`config.mk`:
```
export PLATFORM = sky130hd
export DESIGN_NAME = branch_recovery
export DESIGN_NICKNAME = d
export VERILOG_FILES = /design/src/rtl/branch_pkg.sv /design/src/rtl/bpred_fifo.sv /design/src/rtl/branch_recovery.sv
export SDC_FILE = /design/constraint.sdc
export NUM_CORES = 1
export LEC_CHECK = 0
export ABC_AREA = 1
export CORE_MARGIN = 2
export CORE_UTILIZATION = 34
export CTS_CLUSTER_DIAMETER = 60
export DETAILED_ROUTE_END_ITERATION = 6
export PLACE_DENSITY = 0.53
export SYNTH_ARGS = -nofsm -noshare
export SYNTH_HDL_FRONTEND = slang
export SYNTH_SLANG_ARGS = --single-unit
```
`constraint.sdc`:
```
create_clock -name clk -period 3.1 [get_ports clk]
set_input_delay 0.93 -clock clk [delete_from_list [all_inputs] [get_ports clk]]
set_output_delay 0.93 -clock clk [all_outputs]
set_load 0.02 [all_outputs]
```
`src/rtl/branch_pkg.sv`:
```
// Shared types and constants for the branch pipeline stages.
package branch_pkg;
   typedef enum logic {IDLE, FLUSH} recov_state_t;

   localparam int PC_W             = 16;
   localparam int FLUSH_CYCLES_DEF = 2;

   // PSW flag bit positions, shared by the condition-evaluation stages
   localparam int PSW_C = 0;
   localparam int PSW_Z = 1;
   localparam int PSW_N = 2;
   localparam int PSW_V = 4;
endpackage

```
`src/rtl/bpred_fifo.sv`:
```
// Synchronous FIFO of fall-through PCs. Clear beats push; a push into a full
// queue is taken only when the head is popped in the same cycle.
module bpred_fifo #(
   parameter  int DEPTH = 4,
   parameter  int W     = 16,
   localparam int AW    = $clog2(DEPTH),
   localparam int CW    = AW + 1
) (
   input  logic          clk,
   input  logic          rst_n,
   input  logic          push,
   input  logic [W-1:0]  din,
   input  logic          pop,
   input  logic          clear,
   output logic [W-1:0]  head,
   output logic [CW-1:0] count
);
   logic [W-1:0]  mem [DEPTH];
   logic [AW-1:0] wr_ptr, rd_ptr;
   logic          do_push, do_pop;

   assign do_pop  = pop && (count != '0);
   assign do_push = push && ((count != CW'(DEPTH)) || do_pop);
   assign head    = mem[rd_ptr];

   always_ff @(posedge clk) begin
      if (!rst_n) begin
         wr_ptr <= '0;
         rd_ptr <= '0;
         count  <= '0;
      end else if (clear) begin
         wr_ptr <= '0;
         rd_ptr <= '0;
         count  <= '0;
      end else begin
         if (do_push) wr_ptr <= wr_ptr + 1'b1;
         if (do_pop)  rd_ptr <= rd_ptr + 1'b1;
         case ({do_push, do_pop})
            2'b10:   count <= count + 1'b1;
            2'b01:   count <= count - 1'b1;
            default: count <= count;
         endcase
      end
   end

   always_ff @(posedge clk) begin
      if (rst_n && !clear && do_push) mem[wr_ptr] <= din;
   end
endmodule

```
`src/rtl/branch_recovery.sv`:
```
// Branch recovery: queues fall-through PCs, redirects fetch on a mispredict
// and squashes the wrong-path front end for FLUSH_CYCLES cycles.
module branch_recovery #(
   parameter  int DEPTH        = 4,
   parameter  int PC_W         = branch_pkg::PC_W,
   parameter  int FLUSH_CYCLES = branch_pkg::FLUSH_CYCLES_DEF,
   localparam int CW           = $clog2(DEPTH) + 1
) (
   input  logic            clk,
   input  logic            rst_n,
   input  logic            push_i,
   input  logic [PC_W-1:0] push_pc_i,
   input  logic            resolve_i,
   input  logic            branch_fail_i,
   output logic            stall_o,
   output logic            redirect_o,
   output logic [PC_W-1:0] redirect_pc_o,
   output logic            squash_o,
   output logic [CW-1:0]   count_o,
   output logic            error_o
);
   import branch_pkg::*;

   localparam int FW = $clog2(FLUSH_CYCLES) + 1;

   recov_state_t    state;
   logic [FW-1:0]   flush_cnt;
   logic [PC_W-1:0] head_pc;
   logic            idle, empty, fail;

   assign idle    = (state == IDLE);
   assign empty   = (count_o == '0);
   assign fail    = idle && resolve_i && branch_fail_i && !empty;
   assign stall_o = (count_o == CW'(DEPTH));

   bpred_fifo #(.DEPTH(DEPTH), .W(PC_W)) u_fifo (
      .clk   (clk),
      .rst_n (rst_n),
      .push  (push_i && idle),
      .din   (push_pc_i),
      .pop   (resolve_i && idle),
      .clear (fail),
      .head  (head_pc),
      .count (count_o)
   );

   always_ff @(posedge clk) begin
      if (!rst_n) begin
         state         <= IDLE;
         flush_cnt     <= '0;
         redirect_o    <= 1'b0;
         redirect_pc_o <= '0;
         squash_o      <= 1'b0;
         error_o       <= 1'b0;
      end else begin
         redirect_o <= 1'b0;
         case (state)
            IDLE: begin
               if (resolve_i && empty) error_o <= 1'b1;
               if (fail) begin
                  redirect_o    <= 1'b1;
                  redirect_pc_o <= head_pc;
                  squash_o      <= 1'b1;
                  flush_cnt     <= FW'(FLUSH_CYCLES - 1);
                  state         <= FLUSH;
               end
            end
            FLUSH: begin
               // Counter at zero marks the last squash cycle
               if (flush_cnt == '0) begin
                  squash_o <= 1'b0;
                  state    <= IDLE;
               end else begin
                  flush_cnt <= flush_cnt - 1'b1;
               end
            end
            default: state <= IDLE;
         endcase
      end
   end
endmodule

```
==> impl_table.tex, run 1 <==
\begin{tabular}{lr}
\hline
Metric & Value \\
\hline
\multicolumn{2}{l}{\textbf{Floorplanning}} \\
\quad Core box area & 10800 um2 \\
\quad Chip Height & 109 um \\
\quad Overall die width & 109 um \\
\quad Total Die Area & 12000 um2 \\
\quad I/O Pins & 44 \\
\quad Row count & 38 \\
\quad Effective utilization at floorplan & 0.348 \\
\multicolumn{2}{l}{\textbf{Routing}} \\
\quad DRC errors left & 0 \\
\quad Wire length after detailed routing & 7590 um \\
\quad Ratio of routed vias to standard cells & 4.61 \\
\quad First-pass iteration count of the detailed router & 4 \\
\quad Total vias in the final route & 2469 \\
\quad Iter 0 DRT Violations & 104 \\
\quad Antenna violation net count after detailed routing & 0 \\
\quad Average wire per cell in the routed design & 14.2 um \\
\multicolumn{2}{l}{\textbf{Timing}} \\
\quad Final number of hold-violating endpoints & 0 \\
\quad Maximum operating frequency & 389 MHz \\
\quad Final sum of negative setup slack & 0 ns \\
\quad Worst clock skew & 0.00806 ns \\
\quad Worst relative slew slack & 0.672 \\
\quad Final worst slack & 0.527 ns \\
\quad Unrepaired setup endpoints after global routing & no \\
\quad Count of final setup violators & 0 \\
\quad Min cycle time layout & 2.57 ns \\
\quad Final max-slew violation count & 0 \\
\quad Final worst path period share & 0.830 \\
\quad Tightest Pin Transition & 0.491 ns \\
\multicolumn{2}{l}{\textbf{Placement}} \\
\quad Hpwl dp & 4680 um \\
\quad Pre-CTS setup slack & 0.190 ns \\
\quad Routability cong. & 0.740 \\
\quad Number of buffer cells added on primary ports & 43 \\
\multicolumn{2}{l}{\textbf{Pwr}} \\
\quad Largest voltage drop on the vdd net & 300 uV \\
\quad Total design power & 3.08 mW \\
\quad Int Pwr & 2.05 mW \\
\quad Lkg Pwr & 1.70 nW \\
\quad Fraction of power spent switching nets & 0.333 \\
\quad Combinational power share & 0.271 \\
\quad Power Density & 681 nW/um2 \\
\quad Net Switching & 1.03 mW \\
\quad Clock Power Share & 0.237 \\
\quad Fraction of power consumed by sequential logic & 0.491 \\
\multicolumn{2}{l}{\textbf{CTS}} \\
\quad Clock insertion delay at the later pin of the skew report & 0.35 ns \\
\quad Post-CTS setup buffers & 0 \\
\quad TritonCTS clock tree & yes \\
\quad Inserted Clock Buffers & 9 \\
\quad Number of cells upsized or downsized after cts & 0 \\
\quad Htree depth & 3 \\
\quad Clock edge transition at the registers on the reported setup and hold paths & 0.09 ns \\
\quad Deepest clock path buffer count & 2 \\
\quad Sinks on the clock net & 93 \\
\quad CTS Hold Buffers Added & 0 \\
\quad Clock tree root buffer cell & clkbuf\_8 \\
\multicolumn{2}{l}{\textbf{Global routing}} \\
\quad Largest net degree at the start of global routing & 35 \\
\quad Initial antenna violation count & 0 \\
\quad Global route total overflow & 0 \\
\quad Total Routing Usage GR & 0.136 \\
\quad Via count of the first global-routing pass & 2423 \\
\quad Global-route wire length before repair & 12100 um \\
\multicolumn{2}{l}{\textbf{Synthesis}} \\
\quad Synthesized Nets & 371 \\
\quad Largest area contributor in the synthesized netlist & edfxtp\_1 \\
\quad Count of different cell masters after synthesis & 28 \\
\quad Synthesized area per cell & 11.0 um2 \\
\quad Flops \& latches, synth & 93 \\
\quad Synth top area cells & edfxtp\_1 (51\%), dfxtp\_1 (15\%), nand2\_1 (9.5\%), nand3\_1 (7.2\%), inv\_1 (2.3\%) \\
\quad Gate Count Post-Synth & 343 \\
\quad Yosys warnings & 0 \\
\quad Portion of the post-synthesis area used by sequential elements & 0.663 \\
\quad Synth Cell Area & 3770 um2 \\
\quad Portion of synthesized cell area occupied by the leading cell type & 0.509 \\
\multicolumn{2}{l}{\textbf{Setup path}} \\
\quad Worst setup SP type & flop \\
\quad Required time reported for the critical path endpoint & 2.17 ns \\
\quad Crit Path Class & flop to primary output \\
\quad Worst-path fanout max & 4 \\
\quad Arrival @ worst endpoint & 1.64 ns \\
\quad CP Capture Type & primary output \\
\quad Path depth of the worst reg2reg path & 11 \\
\multicolumn{2}{l}{\textbf{Run status}} \\
\quad Run status & complete, no violations \\
\multicolumn{2}{l}{\textbf{Cells and area}} \\
\quad Inserted Diodes & 0 \\
\quad Area of all sequential standard cells & 2500 um2 \\
\quad Signed area change from the synthesized netlist to the final layout & 19.8\% \\
\quad Fraction of layout instances using a drive strength above 1 & 0.121 \\
\quad Final net count & 419 \\
\quad Fillcell total & 1044 \\
\quad Combined area of the multi-input logic cells & 1070 um2 \\
\multicolumn{2}{l}{\textbf{Min path}} \\
\quad Class of the most critical hold timing path & flop to flop \\
\quad Cell count of the worst hold path & 2 \\
\multicolumn{2}{l}{\textbf{Job}} \\
\quad Max-capacitance violation count & 0 \\
\hline
\end{tabular}
## placed cells by master (no fill, tap or decap), drive strengths merged
cell / Yosys / final
clkdlybuf4s50: 0 / 43
ha: 6 / 6
nand2: 101 / 101
clkbuf: 1 / 9
nor3: 5 / 5
o21ai: 16 / 16
a21oi: 9 / 9
buf: 15 / 10
xor2: 2 / 2
nand3: 56 / 56
inv: 25 / 26
a31oi: 1 / 1
or2: 1 / 1
nor2: 10 / 10
clkinv: 1 / 6
edfxtp: 64 / 64
fa: 1 / 1
dfxtp: 29 / 29
clkinvlp: 0 / 1
## power by group through the flow
stage	clock [mW]	sequential [mW]	combinational (mW)
final	0.731	1.51	0.836
after CTS	0.755	1.51	0.851
after detailed placement	0	1.54	0.849
after floorplan	0	1.59	0.541
after global placement	0	1.54	0.835
after global routing	0.791	1.53	0.946
## final timing paths
check	startpoint	endpoint	slack [ns]
max reg2reg	u_fifo.count[0]	u_fifo.count[2]	1.13
max	u_fifo.count[2]	stall_o	0.53
min reg2reg	redirect_pc_o[12]	redirect_pc_o[12]	0.48
min	redirect_pc_o[12]	redirect_pc_o[12]	0.48
## area by class of cell
type | count | share of cell area
inverters | 26 | 0.0219
multi-input cells | 208 | 0.236
well taps | 140 | 0.0387
clock buffers | 9 | 0.0274
clock inverters | 7 | 0.0113
flip-flops and latches | 93 | 0.553
repair buffers | 53 | 0.112
## state kept, by name, summed over array words and instances, names as in the netlist
name	cells
error_o	1
flush_cnt	2
redirect_o	1
redirect_pc_o	16
squash_o	1
state	1
u_fifo.count	3
u_fifo.mem	64
u_fifo.rd_ptr	2
u_fifo.wr_ptr	2
## synth_stat cells (all sizes together)
cell type	number
o21ai	16
a21oi	9
nor2	10
inv	25
ha	6
clkbuf	1
nand2	101
fa	1
a31oi	1
or2	1
clkinv	1
nor3	5
nand3	56
xor2	2
dfxtp	29
buf	15
edfxtp	64
## cells by family after synthesis
kind of cell             Yosys count  share of synthesized area
adder cells (fa/ha/maj)            7                     0.0252
AO/OA/AOI/OAI                     26                     0.0398
flip-flops                        93                      0.663
AND/OR/NAND/NOR                  173                      0.211
XOR/XNOR                           2                    0.00464
buffers and inverters             42                     0.0560
## worst max-delay path, cell delays in order, from the launching register on
cell and delay (ns):
dfxtp_1 0.41, inv_1 0.12, nor3_1 0.14, clkdlybuf4s50_1 0.62
## layer usage
metal  GRT usage  routed length [um]  vias up  share of wire
met2       0.233                3750       47           0.49
met3      0.0237                 275        8          0.036
li1            -                   -     1248              -
met5           0                   0        -              0
met4      0.0606                 112        0          0.015
met1       0.169                3450     1166           0.45
## stage by stage
| step | utilization | hold slack (ns) | area, um2 | instances |
|---|---|---|---|---|
| after global placement | 0.401 | 0.471 | 4350 | 520 |
| after global routing | 0.417 | 0.500 | 4520 | 536 |
| final | 0.417 | 0.481 | 4520 | 536 |
| after detailed placement | 0.401 | 0.461 | 4350 | 520 |
| after floorplan | - | 0.475 | 3770 | 343 |
| after CTS | 0.417 | 0.484 | 4520 | 536 |
(Power assumes the default switching activity.)
==> run 2, diff against run 1 <==
==> constraint.sdc (replaced) <==
create_clock -name clk -period 2.46 [get_ports clk]
set_input_delay 0.738 -clock clk [delete_from_list [all_inputs] [get_ports clk]]
set_output_delay 0.738 -clock clk [all_outputs]
set_load 0.02 [all_outputs]
==> run 2 against run 1 <==
  * Clock power rose by 27%
  * Global-route usage grew 0.26 points
  * Routed wire length increased by 0.86%
  * Combinational power up 28%
  * Setup slack worse by 0.33 ns
  * Power grew 28%
  * Sequential cell count is the same
  * Register-to-register slack worse by 0.59 ns
  * Clock skew grew 0.0014 ns
  * Utilization increased by 0.80 points
  * Critical endpoint is now u_fifo.count[2]
==> impl_table.tex, run 2 (synthesis results as in run 1) <==
\begin{tabular}{lr}
\hline
Metric & Value \\
\hline
\multicolumn{2}{l}{\textbf{Floorplanning}} \\
\quad Overall die width & 109 um (unchanged) \\
\quad Core box area & 10800 um2 (unchanged) \\
\quad Chip Height & 109 um (unchanged) \\
\quad Total Die Area & 12000 um2 (unchanged) \\
\quad I/O Pins & 44 (unchanged) \\
\quad Effective utilization at floorplan & 0.348 (unchanged) \\
\quad Row count & 38 (unchanged) \\
\multicolumn{2}{l}{\textbf{Global routing}} \\
\quad Global route total overflow & 0 (unchanged) \\
\quad Total Routing Usage GR & 0.139 (+0.00257) \\
\quad Via count of the first global-routing pass & 2371 (-2.1\%) \\
\quad Global-route wire length before repair & 12400 um (+2.6\%) \\
\quad Largest net degree at the start of global routing & 34 (-2.9\%) \\
\quad Initial antenna violation count & 0 (unchanged) \\
\multicolumn{2}{l}{\textbf{Cells and area}} \\
\quad Share of the core filled with cells in the final layout & 0.425 (+0.00796) \\
\quad Flip-flop count of the largest register, all copies and words added & 64 (unchanged) \\
\quad Fraction of layout instances using a drive strength above 1 & 0.143 (+0.0213) \\
\quad Most frequent standard cell in the layout excluding fill and tap cells & nand2\_1 \\
\quad Biggest registers after layout & u\_fifo.mem: 64 flops, redirect\_pc\_o: 16 flops, u\_fifo.count: 3 flops \\
\quad Commonest cells after routing, fill and taps aside & nand2\_1 (96), edfxtp\_1 (64), nand3\_1 (54), clkdlybuf4s50\_1 (42), dfxtp\_1 (29) \\
\quad Inserted Diodes & 0 (unchanged) \\
\quad Signed area change from the synthesized netlist to the final layout & 22.1\% \\
\quad Final net count & 430 (+2.6\%) \\
\quad Reg with most FFs & u\_fifo.mem \\
\multicolumn{2}{l}{\textbf{Pwr}} \\
\quad Lkg Pwr & 1.76 nW (+4.0\%) \\
\quad Total design power & 3.94 mW (+28\%) \\
\quad Power Density & 855 nW/um2 (+26\%) \\
\quad Largest voltage drop on the vdd net & 275 uV (-8.1\%) \\
\multicolumn{2}{l}{\textbf{Setup path}} \\
\quad Arrival @ worst endpoint & 2.52 ns (+0.88 ns) \\
\quad Worst-path fanout max & 2 (-2) \\
\quad Crit Path Class & input port to flop \\
\quad Worst setup SP type & input port \\
\quad CP Capture Type & flop \\
\quad Required time reported for the critical path endpoint & 2.71 ns (+0.54 ns) \\
\quad Worst setup startpoint & resolve\_i \\
\quad Critical R2R Launch & u\_fifo.count[2] \\
\multicolumn{2}{l}{\textbf{Min path}} \\
\quad Worst hold start & redirect\_pc\_o[14] \\
\quad Class of the most critical hold timing path & flop to flop \\
\multicolumn{2}{l}{\textbf{Timing}} \\
\quad Final worst slack & 0.194 ns (-0.333 ns) \\
\quad Tightest Pin Transition & 0.581 ns (+0.0899 ns) \\
\quad Count of final setup violators & 0 (unchanged) \\
\quad Final worst path period share & 0.921 \\
\quad Maximum operating frequency & 441 MHz \\
\quad Worst clock skew & 0.00948 ns (+0.00142 ns) \\
\quad Final number of hold-violating endpoints & 0 (unchanged) \\
\quad Min cycle time layout & 2.27 ns \\
\quad Final max-slew violation count & 0 (unchanged) \\
\quad Unrepaired setup endpoints after global routing & no \\
\quad Worst relative slew slack & 0.612 (-0.0601) \\
\multicolumn{2}{l}{\textbf{CTS}} \\
\quad Clock tree root buffer cell & clkbuf\_8 \\
\quad Clock edge transition at the registers on the reported setup and hold paths & 0.09 ns (about the same) \\
\quad Deepest clock path buffer count & 2 (unchanged) \\
\quad CTS Hold Buffers Added & 0 (unchanged) \\
\quad Number of cells upsized or downsized after cts & 0 (unchanged) \\
\quad Post-CTS setup buffers & 0 (unchanged) \\
\quad TritonCTS clock tree & yes \\
\quad Inserted Clock Buffers & 9 (unchanged) \\
\quad Sinks on the clock net & 93 (unchanged) \\
\quad Htree depth & 3 (unchanged) \\
\quad Clock insertion delay at the later pin of the skew report & 0.36 ns (about the same) \\
\multicolumn{2}{l}{\textbf{Routing}} \\
\quad Average wire per cell in the routed design & 14.0 um (-1.2\%) \\
\quad Antenna violation net count after detailed routing & 0 (unchanged) \\
\quad DRC errors left & 0 (unchanged) \\
\quad Total vias in the final route & 2495 (+1.1\%) \\
\quad Ratio of routed vias to standard cells & 4.56 (-0.98\%) \\
\quad First-pass iteration count of the detailed router & 4 (unchanged) \\
\quad Wire length after detailed routing & 7650 um (+0.86\%) \\
\quad Iter 0 DRT Violations & 79 (-24\%) \\
\multicolumn{2}{l}{\textbf{Job}} \\
\quad Max-capacitance violation count & 0 (unchanged) \\
\multicolumn{2}{l}{\textbf{Placement}} \\
\quad Number of buffer cells added on primary ports & 43 (unchanged) \\
\quad Routability cong. & 0.770 (+4.1\%) \\
\quad Pre-CTS setup slack & -0.177 ns (-0.367 ns) \\
\quad Hpwl dp & 5070 um (+8.3\%) \\
\multicolumn{2}{l}{\textbf{Run status}} \\
\quad Run status & complete, no violations \\
\hline
\end{tabular}
## run 2: changes by cell type in the layout (fill, tap and decap cells not counted)
cell / before / now
clkdlybuf4s50_1: 43 / 42
clkbuf_1: 0 / 1
buf_4: 10 / 21
dlymetal6s2s_1: 0 / 1
inv_6: 0 / 1
clkinv_2: 4 / 2
clkinv_4: 2 / 1
clkinvlp_4: 1 / 2
## run 2: worst max-delay path, cell delays in order
cell	delay, ns
clkdlybuf4s50_1	0.51
nand2_2	0.07
inv_1	0.06
nand2_1	0.07
inv_1	0.08
ha_1	0.17
inv_1	0.07
fa_1	0.38
inv_1	0.06
nand2_1	0.04
nand3_1	0.07
xor2_1	0.14
nor2_1	0.05
## run 2: worst paths after layout
check	endpoint	slack, ns	cells past startpoint
worst min register to register	redirect_pc_o[14]	0.48	2
worst max register to register	u_fifo.count[2]	0.54	12
worst min-delay path	redirect_pc_o[14]	0.48	2
worst max-delay path	u_fifo.count[2]	0.19	13
## run 2: final cells by class
cell class | instances | area (um2)
Inverter | 26 | 98.8
Clock inverter | 6 | 48.8
Timing Repair Buffer | 64 | 591
Sequential cell | 93 | 2500
Clock buffer | 10 | 128
Tap cell | 140 | 175
Multi-Input combinational cell | 208 | 1070
Fill cell | 1073 | 6230
## run 2: stage by stage
| step | setup TNS [ns] | cells | area, um2 | hold slack (ns) |
|---|---|---|---|---|
| 2_1_floorplan | 0 | 343 | 3780 | 0.475 |
| 3_3_place_gp | -0.192 | 531 | 4430 | 0.465 |
| 3_5_place_dp | -0.275 | 531 | 4430 | 0.475 |
| 4_1_cts | 0 | 547 | 4610 | 0.490 |
| 5_1_grt | 0 | 547 | 4610 | 0.506 |
| 6_report | 0 | 547 | 4610 | 0.484 |
## run 2: metal layers
layer	track usage	vias up	part of all wire	wire length, um
met5	0	-	0	0
met4	0.0570	0	0.021	158
met3	0.0213	14	0.034	258
met2	0.223	49	0.48	3690
met1	0.188	1159	0.46	3550
li1	-	1273	-	-
## run 2: power breakdown
part           switching (mW)  internal [mW]  total (mW)
logic                   0.647          0.427        1.07
registers               0.115           1.82        1.94
clock network           0.549          0.378       0.927
total                    1.31           2.63        3.94
==> run 3, diff against run 2 <==
--- a/config.mk
+++ b/config.mk
@@ -7,10 +7,10 @@
 export LEC_CHECK = 0
 export ABC_AREA = 1
 export CORE_MARGIN = 2
-export CORE_UTILIZATION = 34
+export CORE_UTILIZATION = 53
 export CTS_CLUSTER_DIAMETER = 60
 export DETAILED_ROUTE_END_ITERATION = 6
-export PLACE_DENSITY = 0.53
+export PLACE_DENSITY = 0.76
 export SYNTH_ARGS = -nofsm -noshare
 export SYNTH_HDL_FRONTEND = slang
 export SYNTH_SLANG_ARGS = --single-unit
==> run 3 against run 2 <==
  * First-iteration DRC count is 100% higher
  * Clock power rose by 13%
  * Sequential power is essentially flat
  * Critical path type unchanged
  * Critical endpoint unchanged
  * Largest power group unchanged
==> impl_table.tex, run 3 (synthesis results as in run 1) <==
\begin{tabular}{lr}
\hline
Metric & Value \\
\hline
\multicolumn{2}{l}{\textbf{Routing}} \\
\quad DRC errors left & 0 (unchanged) \\
\quad Iter 0 DRT Violations & 159 (+100\%) \\
\quad Ratio of routed vias to standard cells & 5.03 (+10\%) \\
\quad First-pass iteration count of the detailed router & 4 (unchanged) \\
\quad Antenna violation net count after detailed routing & 0 (unchanged) \\
\quad Average wire per cell in the routed design & 14.6 um (+4.0\%) \\
\quad Wire length after detailed routing & 7260 um (-5.1\%) \\
\quad Total vias in the final route & 2512 (+0.68\%) \\
\multicolumn{2}{l}{\textbf{Setup path}} \\
\quad Required time reported for the critical path endpoint & 2.72 ns (about the same) \\
\quad CP Capture Type & flop \\
\quad Worst-path fanout max & 2 (unchanged) \\
\quad Crit Path Class & input port to flop \\
\quad Arrival @ worst endpoint & 2.52 ns (about the same) \\
\quad Worst setup SP type & input port \\
\multicolumn{2}{l}{\textbf{Cells and area}} \\
\quad Share of the core filled with cells in the final layout & 0.674 (+0.249) \\
\quad Final net count & 426 (-0.93\%) \\
\quad Reg with most FFs & u\_fifo.mem \\
\quad Fraction of layout instances using a drive strength above 1 & 0.136 (-0.00603) \\
\quad Commonest cells after routing, fill and taps aside & nand2\_1 (96), edfxtp\_1 (64), nand3\_1 (54), clkdlybuf4s50\_1 (42), dfxtp\_1 (29) \\
\quad Inserted Diodes & 0 (unchanged) \\
\quad Fillcell total & 540 (-50\%) \\
\quad Biggest registers after layout & u\_fifo.mem: 64 flops, redirect\_pc\_o: 16 flops, u\_fifo.count: 3 flops \\
\quad Signed area change from the synthesized netlist to the final layout & 22.0\% \\
\quad Final standard cell area without fillers & 4600 um2 (-0.11\%) \\
\quad Number of non-filler instances in the completed layout & 499 (-8.8\%) \\
\quad Most frequent standard cell in the layout excluding fill and tap cells & nand2\_1 \\
\quad Flip-flop count of the largest register, all copies and words added & 64 (unchanged) \\
\multicolumn{2}{l}{\textbf{CTS}} \\
\quad Sinks on the clock net & 93 (unchanged) \\
\quad Clock insertion delay at the later pin of the skew report & 0.36 ns (about the same) \\
\quad Deepest clock path buffer count & 2 (unchanged) \\
\quad Clock tree root buffer cell & clkbuf\_8 \\
\quad Htree depth & 3 (unchanged) \\
\quad Post-CTS setup buffers & 0 (unchanged) \\
\quad Clock edge transition at the registers on the reported setup and hold paths & 0.09 ns (about the same) \\
\quad TritonCTS clock tree & yes \\
\quad Inserted Clock Buffers & 9 (unchanged) \\
\multicolumn{2}{l}{\textbf{Timing}} \\
\quad Min cycle time layout & 2.26 ns (-0.00566 ns) \\
\quad Count of final setup violators & 0 (unchanged) \\
\quad Final worst path period share & 0.919 (-0.00230) \\
\quad Worst clock skew & 0.00429 ns (-0.00519 ns) \\
\quad Final number of hold-violating endpoints & 0 (unchanged) \\
\quad Unrepaired setup endpoints after global routing & no \\
\quad Maximum operating frequency & 442 MHz (+0.25\%) \\
\quad Worst relative slew slack & 0.682 (+0.0699) \\
\quad Tightest Pin Transition & 0.477 ns (-0.105 ns) \\
\quad Final max-slew violation count & 0 (unchanged) \\
\multicolumn{2}{l}{\textbf{Global routing}} \\
\quad Global-route wire length before repair & 12000 um (-3.1\%) \\
\quad Total Routing Usage GR & 0.208 (+0.0692) \\
\quad Via count of the first global-routing pass & 2500 (+5.4\%) \\
\quad Largest net degree at the start of global routing & 34 (unchanged) \\
\quad Initial antenna violation count & 0 (unchanged) \\
\quad Global route total overflow & 0 (unchanged) \\
\multicolumn{2}{l}{\textbf{Pwr}} \\
\quad Total design power & 4.07 mW (+3.2\%) \\
\quad Power Density & 883 nW/um2 (+3.3\%) \\
\quad Largest voltage drop on the vdd net & 463 uV (+68\%) \\
\quad Lkg Pwr & 1.77 nW (+0.52\%) \\
\multicolumn{2}{l}{\textbf{Run status}} \\
\quad Run status & complete, no violations \\
\multicolumn{2}{l}{\textbf{Floorplanning}} \\
\quad Total Die Area & 7810 um2 (-35\%) \\
\quad I/O Pins & 44 (unchanged) \\
\quad Overall die width & 88.4 um (-19\%) \\
\quad Chip Height & 88.4 um (-19\%) \\
\quad Effective utilization at floorplan & 0.553 (+0.204) \\
\quad Row count & 30 (-21\%) \\
\quad Core box area & 6830 um2 (-37\%) \\
\multicolumn{2}{l}{\textbf{Placement}} \\
\quad Hpwl dp & 4730 um (-6.7\%) \\
\quad Number of buffer cells added on primary ports & 43 (unchanged) \\
\quad Number of cells after detailed placement & 483 (-9.0\%) \\
\quad Post-DP Area & 4400 um2 (-0.79\%) \\
\quad Routability cong. & 0.755 (-2.0\%) \\
\multicolumn{2}{l}{\textbf{Min path}} \\
\quad Class of the most critical hold timing path & flop to flop \\
\multicolumn{2}{l}{\textbf{Job}} \\
\quad Max-capacitance violation count & 0 (unchanged) \\
\hline
\end{tabular}
run 3: where the power goes:
part | leakage [nW] | switching (mW) | internal [mW]
Combinational | 0.853 | 0.667 | 0.429
Sequential | 0.816 | 0.0996 | 1.82
Clock | 0.103 | 0.542 | 0.505
run 3: final timing paths:
kind / startpoint / end / slack (ns) / depth (start not counted)
setup / recovery: resolve_i / u_fifo.count[2] / 0.20 / 13
hold reg to reg: redirect_pc_o[8] / redirect_pc_o[8] / 0.48 / 2
setup reg to reg: u_fifo.count[2] / u_fifo.count[2] / 0.53 / 12
hold / removal: redirect_pc_o[8] / redirect_pc_o[8] / 0.48 / 2
run 3: through the flow:
| step | setup WS (ns) | hold slack, ns | setup TNS [ns] |
|---|---|---|---|
| after global routing | 0.0308 | 0.502 | 0 |
| final | 0.200 | 0.480 | 0 |
| after detailed placement | -0.144 | 0.469 | -0.225 |
| after global placement | -0.113 | 0.458 | -0.148 |
| after floorplan | 0.270 | 0.475 | 0 |
| after CTS | 0.000889 | 0.482 | 0 |
run 3: final cells by class:
cell class,count,area [um2],area share
flip-flops and latches,93,2500,0.543
multi-input cells,208,1070,0.232
repair buffers,60,611,0.133
clock buffers,10,138,0.0299
well taps,96,120,0.0261
inverters,26,98.8,0.0215
clock inverters,6,68.8,0.0149
run 3: worst max-delay path, cell delays in order:
cell and delay, ns:
clkdlybuf4s50_1 0.50, nand2_2 0.07, inv_1 0.06, nand2_1 0.07, inv_1 0.08, ha_1 0.17, inv_1 0.07, fa_1 0.39
inv_1 0.06, nand2_1 0.04, nand3_1 0.07, xor2_1 0.16, nor2_1 0.05
run 3: metal layers:
layer / up-vias / track usage / wire length [um]
met1: 1182 / 0.262 / 3270
met5: - / 0 / 0
met3: 13 / 0.0438 / 266
li1: 1261 / - / -
met4: 0 / 0.0854 / 140
met2: 56 / 0.351 / 3580
run 3: repair_timing:
action,in CTS,in global routing
resized for setup,0,1
hold buffers,0,0
endpoints found under the setup margin,0,1
